$ cat config.mk
export PLATFORM = sky130hd
export DESIGN_NAME = game_state_bank
export DESIGN_NICKNAME = d
export VERILOG_FILES = /design/src/rtl/game_state_bank.sv
export SDC_FILE = /design/constraint.sdc
export NUM_CORES = 1
export LEC_CHECK = 0
export ABC_AREA = 0
export BUFFER_PORTS_ARGS = -buffer_cell sky130_fd_sc_hd__buf_2
export CAP_MARGIN = 15
export CORE_MARGIN = 2
export CORE_UTILIZATION = 49
export CTS_CLUSTER_SIZE = 12
export DETAILED_ROUTE_END_ITERATION = 12
export PLACE_DENSITY = 0.72
export SYNTH_ARGS = -nofsm -noshare
export SYNTH_HDL_FRONTEND = slang
export SYNTH_SLANG_ARGS = --single-unit
$ cat constraint.sdc
create_clock -name clk -period 2.5 [get_ports clk]
set_input_delay 0.25 -clock clk [delete_from_list [all_inputs] [get_ports clk]]
set_output_delay 0.25 -clock clk [all_outputs]
set_load 0.005 [all_outputs]
$ cat src/rtl/game_state_bank.sv
// game_state_bank: double-buffered game-state register bank.
// Game logic writes a shadow copy at any time. The renderer sees a
// committed copy that changes only on a commit handshake, once per
// commit_req assertion. Each commit also keeps the previous ball position.
// Ports:
//   clk, resetn            - clock, asynchronous active-low reset
//   ball_we/ball_in        - shadow ball position write
//   cball_we/cball_in      - shadow ball colour write
//   plat_we/plat_sel/...   - shadow platform colour+position write
//   score_inc/score_clr    - shadow score saturating increment / clear
//   commit_req             - level request to publish the shadow copy
//   commit_ack             - one-cycle pulse when committed outputs update
//   dirty                  - shadow written since the last commit
//   *_out                  - committed copy (all registered)
module game_state_bank #(
  parameter int unsigned NUM_PLATS = 4,
  parameter int unsigned POS_W     = 7,
  parameter int unsigned COLOR_W   = 3,
  parameter int unsigned BALL_W    = 8,
  parameter int unsigned SCORE_W   = 12
) (
  input  logic                           clk,
  input  logic                           resetn,
  input  logic                           ball_we,
  input  logic [BALL_W-1:0]              ball_in,
  input  logic                           cball_we,
  input  logic [COLOR_W-1:0]             cball_in,
  input  logic                           plat_we,
  input  logic [$clog2(NUM_PLATS)-1:0]   plat_sel,
  input  logic [COLOR_W-1:0]             plat_color_in,
  input  logic [POS_W-1:0]               plat_pos_in,
  input  logic                           score_inc,
  input  logic                           score_clr,
  input  logic                           commit_req,
  output logic                           commit_ack,
  output logic                           dirty,
  output logic [BALL_W-1:0]              prev_ball_out,
  output logic [BALL_W-1:0]              curr_ball_out,
  output logic [COLOR_W-1:0]             color_ball_out,
  output logic [NUM_PLATS*COLOR_W-1:0]   color_plats_out,
  output logic [NUM_PLATS*POS_W-1:0]     position_plats_out,
  output logic [SCORE_W-1:0]             score_out
);

  localparam int unsigned SEL_W  = $clog2(NUM_PLATS);
  localparam int unsigned PCOL_W = NUM_PLATS * COLOR_W;
  localparam int unsigned PPOS_W = NUM_PLATS * POS_W;
  localparam logic [SCORE_W-1:0] SCORE_MAX = '1;

  localparam logic [0:0] S_IDLE     = 1'b0;
  localparam logic [0:0] S_WAIT_LOW = 1'b1;

  logic [0:0]          state_q, state_d;
  logic                commit_fire_c;

  logic [BALL_W-1:0]   ball_sh_q, ball_sh_d;
  logic [COLOR_W-1:0]  cball_sh_q, cball_sh_d;
  logic [PCOL_W-1:0]   pcol_sh_q, pcol_sh_d;
  logic [PPOS_W-1:0]   ppos_sh_q, ppos_sh_d;
  logic [SCORE_W-1:0]  score_sh_q, score_sh_d;
  logic                plat_hit_c;
  logic                dirty_q, dirty_d;
  logic                ack_q;

  logic [BALL_W-1:0]   prev_ball_q, curr_ball_q;
  logic [COLOR_W-1:0]  color_ball_q;
  logic [PCOL_W-1:0]   color_plats_q;
  logic [PPOS_W-1:0]   pos_plats_q;
  logic [SCORE_W-1:0]  score_q;

  // Commit handshake: one commit per commit_req assertion.
  always_ff @(posedge clk or negedge resetn) begin
    if (!resetn) state_q <= S_IDLE;
    else         state_q <= state_d;
  end

  always_comb begin
    state_d       = state_q;
    commit_fire_c = 1'b0;
    case (state_q)
      S_IDLE: begin
        if (commit_req) begin
          commit_fire_c = 1'b1;
          state_d       = S_WAIT_LOW;
        end
      end
      S_WAIT_LOW: begin
        if (!commit_req) state_d = S_IDLE;
      end
      default: state_d = S_IDLE;
    endcase
  end

  // Shadow next values; an out-of-range plat_sel matches no entry.
  always_comb begin
    ball_sh_d  = ball_we  ? ball_in  : ball_sh_q;
    cball_sh_d = cball_we ? cball_in : cball_sh_q;
    pcol_sh_d  = pcol_sh_q;
    ppos_sh_d  = ppos_sh_q;
    plat_hit_c = 1'b0;
    for (int unsigned i = 0; i < NUM_PLATS; i++) begin
      if (plat_we && (plat_sel == SEL_W'(i))) begin
        plat_hit_c                      = 1'b1;
        pcol_sh_d[i*COLOR_W +: COLOR_W] = plat_color_in;
        ppos_sh_d[i*POS_W +: POS_W]     = plat_pos_in;
      end
    end
    score_sh_d = score_sh_q;
    if (score_clr)                                 score_sh_d = '0;
    else if (score_inc && score_sh_q != SCORE_MAX) score_sh_d = score_sh_q + SCORE_W'(1);
    // A write in the commit cycle keeps dirty set, since it misses that commit.
    dirty_d = (ball_we | cball_we | plat_hit_c | score_inc | score_clr) |
              (dirty_q & ~commit_fire_c);
  end

  // Shadow and committed copies; commit publishes the pre-write shadow.
  always_ff @(posedge clk or negedge resetn) begin
    if (!resetn) begin
      ball_sh_q     <= '0;
      cball_sh_q    <= '0;
      pcol_sh_q     <= '0;
      ppos_sh_q     <= '0;
      score_sh_q    <= '0;
      dirty_q       <= 1'b0;
      ack_q         <= 1'b0;
      prev_ball_q   <= '0;
      curr_ball_q   <= '0;
      color_ball_q  <= '0;
      color_plats_q <= '0;
      pos_plats_q   <= '0;
      score_q       <= '0;
    end else begin
      ball_sh_q  <= ball_sh_d;
      cball_sh_q <= cball_sh_d;
      pcol_sh_q  <= pcol_sh_d;
      ppos_sh_q  <= ppos_sh_d;
      score_sh_q <= score_sh_d;
      dirty_q    <= dirty_d;
      ack_q      <= commit_fire_c;
      if (commit_fire_c) begin
        prev_ball_q   <= curr_ball_q;
        curr_ball_q   <= ball_sh_q;
        color_ball_q  <= cball_sh_q;
        color_plats_q <= pcol_sh_q;
        pos_plats_q   <= ppos_sh_q;
        score_q       <= score_sh_q;
      end
    end
  end

  assign commit_ack         = ack_q;
  assign dirty              = dirty_q;
  assign prev_ball_out      = prev_ball_q;
  assign curr_ball_out      = curr_ball_q;
  assign color_ball_out     = color_ball_q;
  assign color_plats_out    = color_plats_q;
  assign position_plats_out = pos_plats_q;
  assign score_out          = score_q;

endmodule

==> results.json <==
{
  "status": "complete, no violations",
  "critPathMaxFanout": 7,
  "crit_chain": "ha_1 > nand4_1 > o31ai_1 > buf_4 > mux2i_1 > nor2_1",
  "critical_path_buf_inv_count": 1,
  "clock_tree.buffer_depth": 2,
  "powerDensity_nw_per_um2": 901.4,
  "r2r_cells": 6,
  "cts-buffers-inserted": 17,
  "grt_pass1_wl_um": 19680,
  "ff_latch_area_um2": 3428,
  "crit_type": "reg2reg",
  "clk_pin_slew_ps": 60,
  "syn_nets": 516,
  "cts_tree": "done",
  "grt_antenna_before_repair": 0,
  "synth-edff-count": 0,
  "port_buffers": 103,
  "relSlewSlack_pct": 50.13,
  "max_freq_mhz": 450.2,
  "min_path_cells": 2,
  "dieHeight_um": 107.9,
  "multi_input_area_um2": 1773,
  "yosysUniqueCellTypes": 36,
  "required_ps": 2910,
  "tightestPinTransition_ps": 741.7,
  "min_from": "plat_pos_in[1]",
  "nFillCells": 813,
  "maxCapViolations": 0,
  "rsz0062_at_grt": "no",
  "vias_per_cell": 5.237,
  "synth_cells": 484,
  "postRouteAntennaNets": 0,
  "first_global_vias": 4070,
  "cp-start-kind": "flip-flop",
  "grt_start_max_net_pins": 63,
  "rrSetupSlack_ps": 280,
  "p_leak_nw": 3.518,
  "worstPathArrival_ps": 2630,
  "num_vias": 4001,
  "cts_sinks": 137,
  "synth-main-ff-cell": "dfrtp_1",
  "synth_top_area_cell": "dfrtp_1",
  "min_period_over_period_pct": 88.84,
  "grt_usage_pct": 22.12,
  "fin_crit_ps": 2221,
  "avgSynthCellArea_um2": 10.94,
  "synth_top_cells_by_area": "dfrtp_1 (65%), nand2_1 (15%), mux2_2 (11%), clkbuf_1 (1.3%), nand3_1 (0.76%)",
  "min_path_type": "in2reg",
  "die_w_um": 107.9,
  "syn_area_um2": 5293,
  "initial_core_util_pct": 50.81,
  "grt_busiest_layer": "met2",
  "place_congestion": 0.8471,
  "firstDrtPassIters": 6,
  "async_reset_ff_share_pct": 100.0,
  "diodes": 0,
  "cpLargestDelayFamily": "compound AO/OA/AOI/OAI gates",
  "grtUsageMet2_pct": 35.53,
  "yosysSeqAreaShare_pct": 64.78,
  "grt_use_met1_pct": 28.64,
  "setup_tns_ps": 0,
  "yosysWarnings": 0,
  "first_iter_violations": 210,
  "grt.met3_usage_pct": 5.485,
  "rows": 37,
  "wl_um": 11880,
  "clockRootBuffer": "clkbuf_8",
  "cpPeakStageDelay_ps": 710,
  "crit-reg2reg-launch": "score_sh_q[0]",
  "ios": 104,
  "area_growth_pct": 29.34,
  "clock_latency_ps": 530,
  "netlist_top_cells_count": "nand2_1 (215), dfrtp_1 (137), mux2_2 (51)",
  "slew_violations": 0,
  "crit_cells": 6,
  "finalHoldViolations": 0,
  "die_area_um2": 11650,
  "hold_end": "ppos_sh_q[22]",
  "critPathCaptureType": "flip-flop",
  "ys_seq_elements": 137,
  "worst_clock_skew_ps": 4.853,
  "htreeDepth": 4,
  "grt.overflow.total": 0,
  "crit_slowest_cell": "o31ai_1",
  "final_nets": 647,
  "fin_util_pct": 65.72,
  "cts_resized": 0,
  "route.detailed.drc": 0,
  "layout-drive-gt1-share_pct": 32.32,
  "fp.coreArea_um2": 10420,
  "synth_top_area_share_pct": 64.78,
  "setup_viol": 0,
  "synth_most_common_cell": "nand2_1",
  "wl_per_cell_um": 15.55,
  "vdd_drop_max_mv": 0.4356,
  "rr_endpoint": "score_sh_q[1]",
  "dp_hpwl_um": 7299
}
[sequential cells by signal, summed over array words and instances, names as in the netlist]
signal	flops
score_out	12
prev_ball_out	8
position_plats_out	28
commit_ack	1
color_ball_out	3
pcol_sh_q	12
ball_sh_q	8
score_sh_q	12
dirty	1
cball_sh_q	3
color_plats_out	12
state_q	1
curr_ball_out	8
ppos_sh_q	28
[timing repair]
item                      in CTS  in global routing
hold buffers                  22                  0
hold endpoints to repair      89                  0
buffers inserted               0                  0
[where the power goes]
group,switching [mW],internal [mW]
Combinational,0.358,0.362
Sequential,0.183,2.55
Clock,0.965,1.75
Total,1.51,4.66
[how the worst max path moves through the flow]
stage,start,to
floorplan,score_sh_q[0],score_sh_q[5]
global placement,score_sh_q[0],score_sh_q[1]
detailed placement,score_sh_q[0],score_sh_q[1]
CTS,score_sh_q[0],score_sh_q[1]
global route,score_sh_q[0],score_sh_q[1]
finish,score_sh_q[0],score_sh_q[1]
[cell type report]
cell class,instances,area share (%)
clock buffer,18,6.251
clock inverter,14,3.217
inverter,3,0.1645
multi-input combinational,323,25.90
sequential,137,50.08
tap,136,2.486
timing repair buffer,133,11.90
[cells by family (layout without fill, tap and decap cells)]
logic type	Yosys count	in the layout	synth area share (%)
flip-flops	137	137	64.78
buffers and inverters	24	168	1.868
AND/OR/NAND/NOR	248	248	19.05
adder cells (fa/ha/maj)	1	1	0.2364
AO/OA/AOI/OAI	18	18	2.364
multiplexers	52	52	11.04
XOR/XNOR	4	4	0.6621
[through the flow]
step / setup slack (ps) / cell area [um^2] / power [mW] / instances / hold WS, ps
after CTS: 314.4 / 6845 / 6.218 / 764 / 7.035
after global placement: 463.1 / 5977 / 3.426 / 710 / 196.3
after floorplan: 831.4 / 5293 / 3.082 / 484 / -45.59
after global routing: 148.1 / 6845 / 6.450 / 764 / 20.97
final: 279.0 / 6845 / 6.170 / 764 / 33.17
after detailed placement: 381.2 / 5977 / 3.462 / 710 / 197.5
[placed cells by master (no fill, tap or decap), types with 2 or more instances in the layout]
cell type and instances:
nand2_1 215, dfrtp_1 137, buf_2 102, mux2_2 51
dlygate4sd3_1 22, clkbuf_16 16, nand3_1 8, buf_4 7
nor2_1 5, bufinv_16 5, o31ai_1 4, a21oi_1 4
o21ai_0 4, clkinvlp_4 4, nor4_1 3, or4_1 3
xor2_1 3, inv_1 2, nand3b_1 2, nand4_1 2
or3_1 2, o31a_2 2, clkbuf_8 2, clkinv_4 2
inv_6 2
[worst reg2reg max path, cell delays in order (launching register included)]
cell	delay, ps
dfrtp_1	430
ha_1	250
nand4_1	210
o31ai_1	710
buf_4	270
mux2i_1	180
nor2_1	50
[per-layer routing]
layer,vias to the layer above,wire length (um),share of wire (%)
met3,23,646,5.4
met5,-,0,0
met4,0,225,1.9
met1,2012,5267,44
li1,1836,-,-
met2,130,5745,48
(Power assumes the default switching activity.)
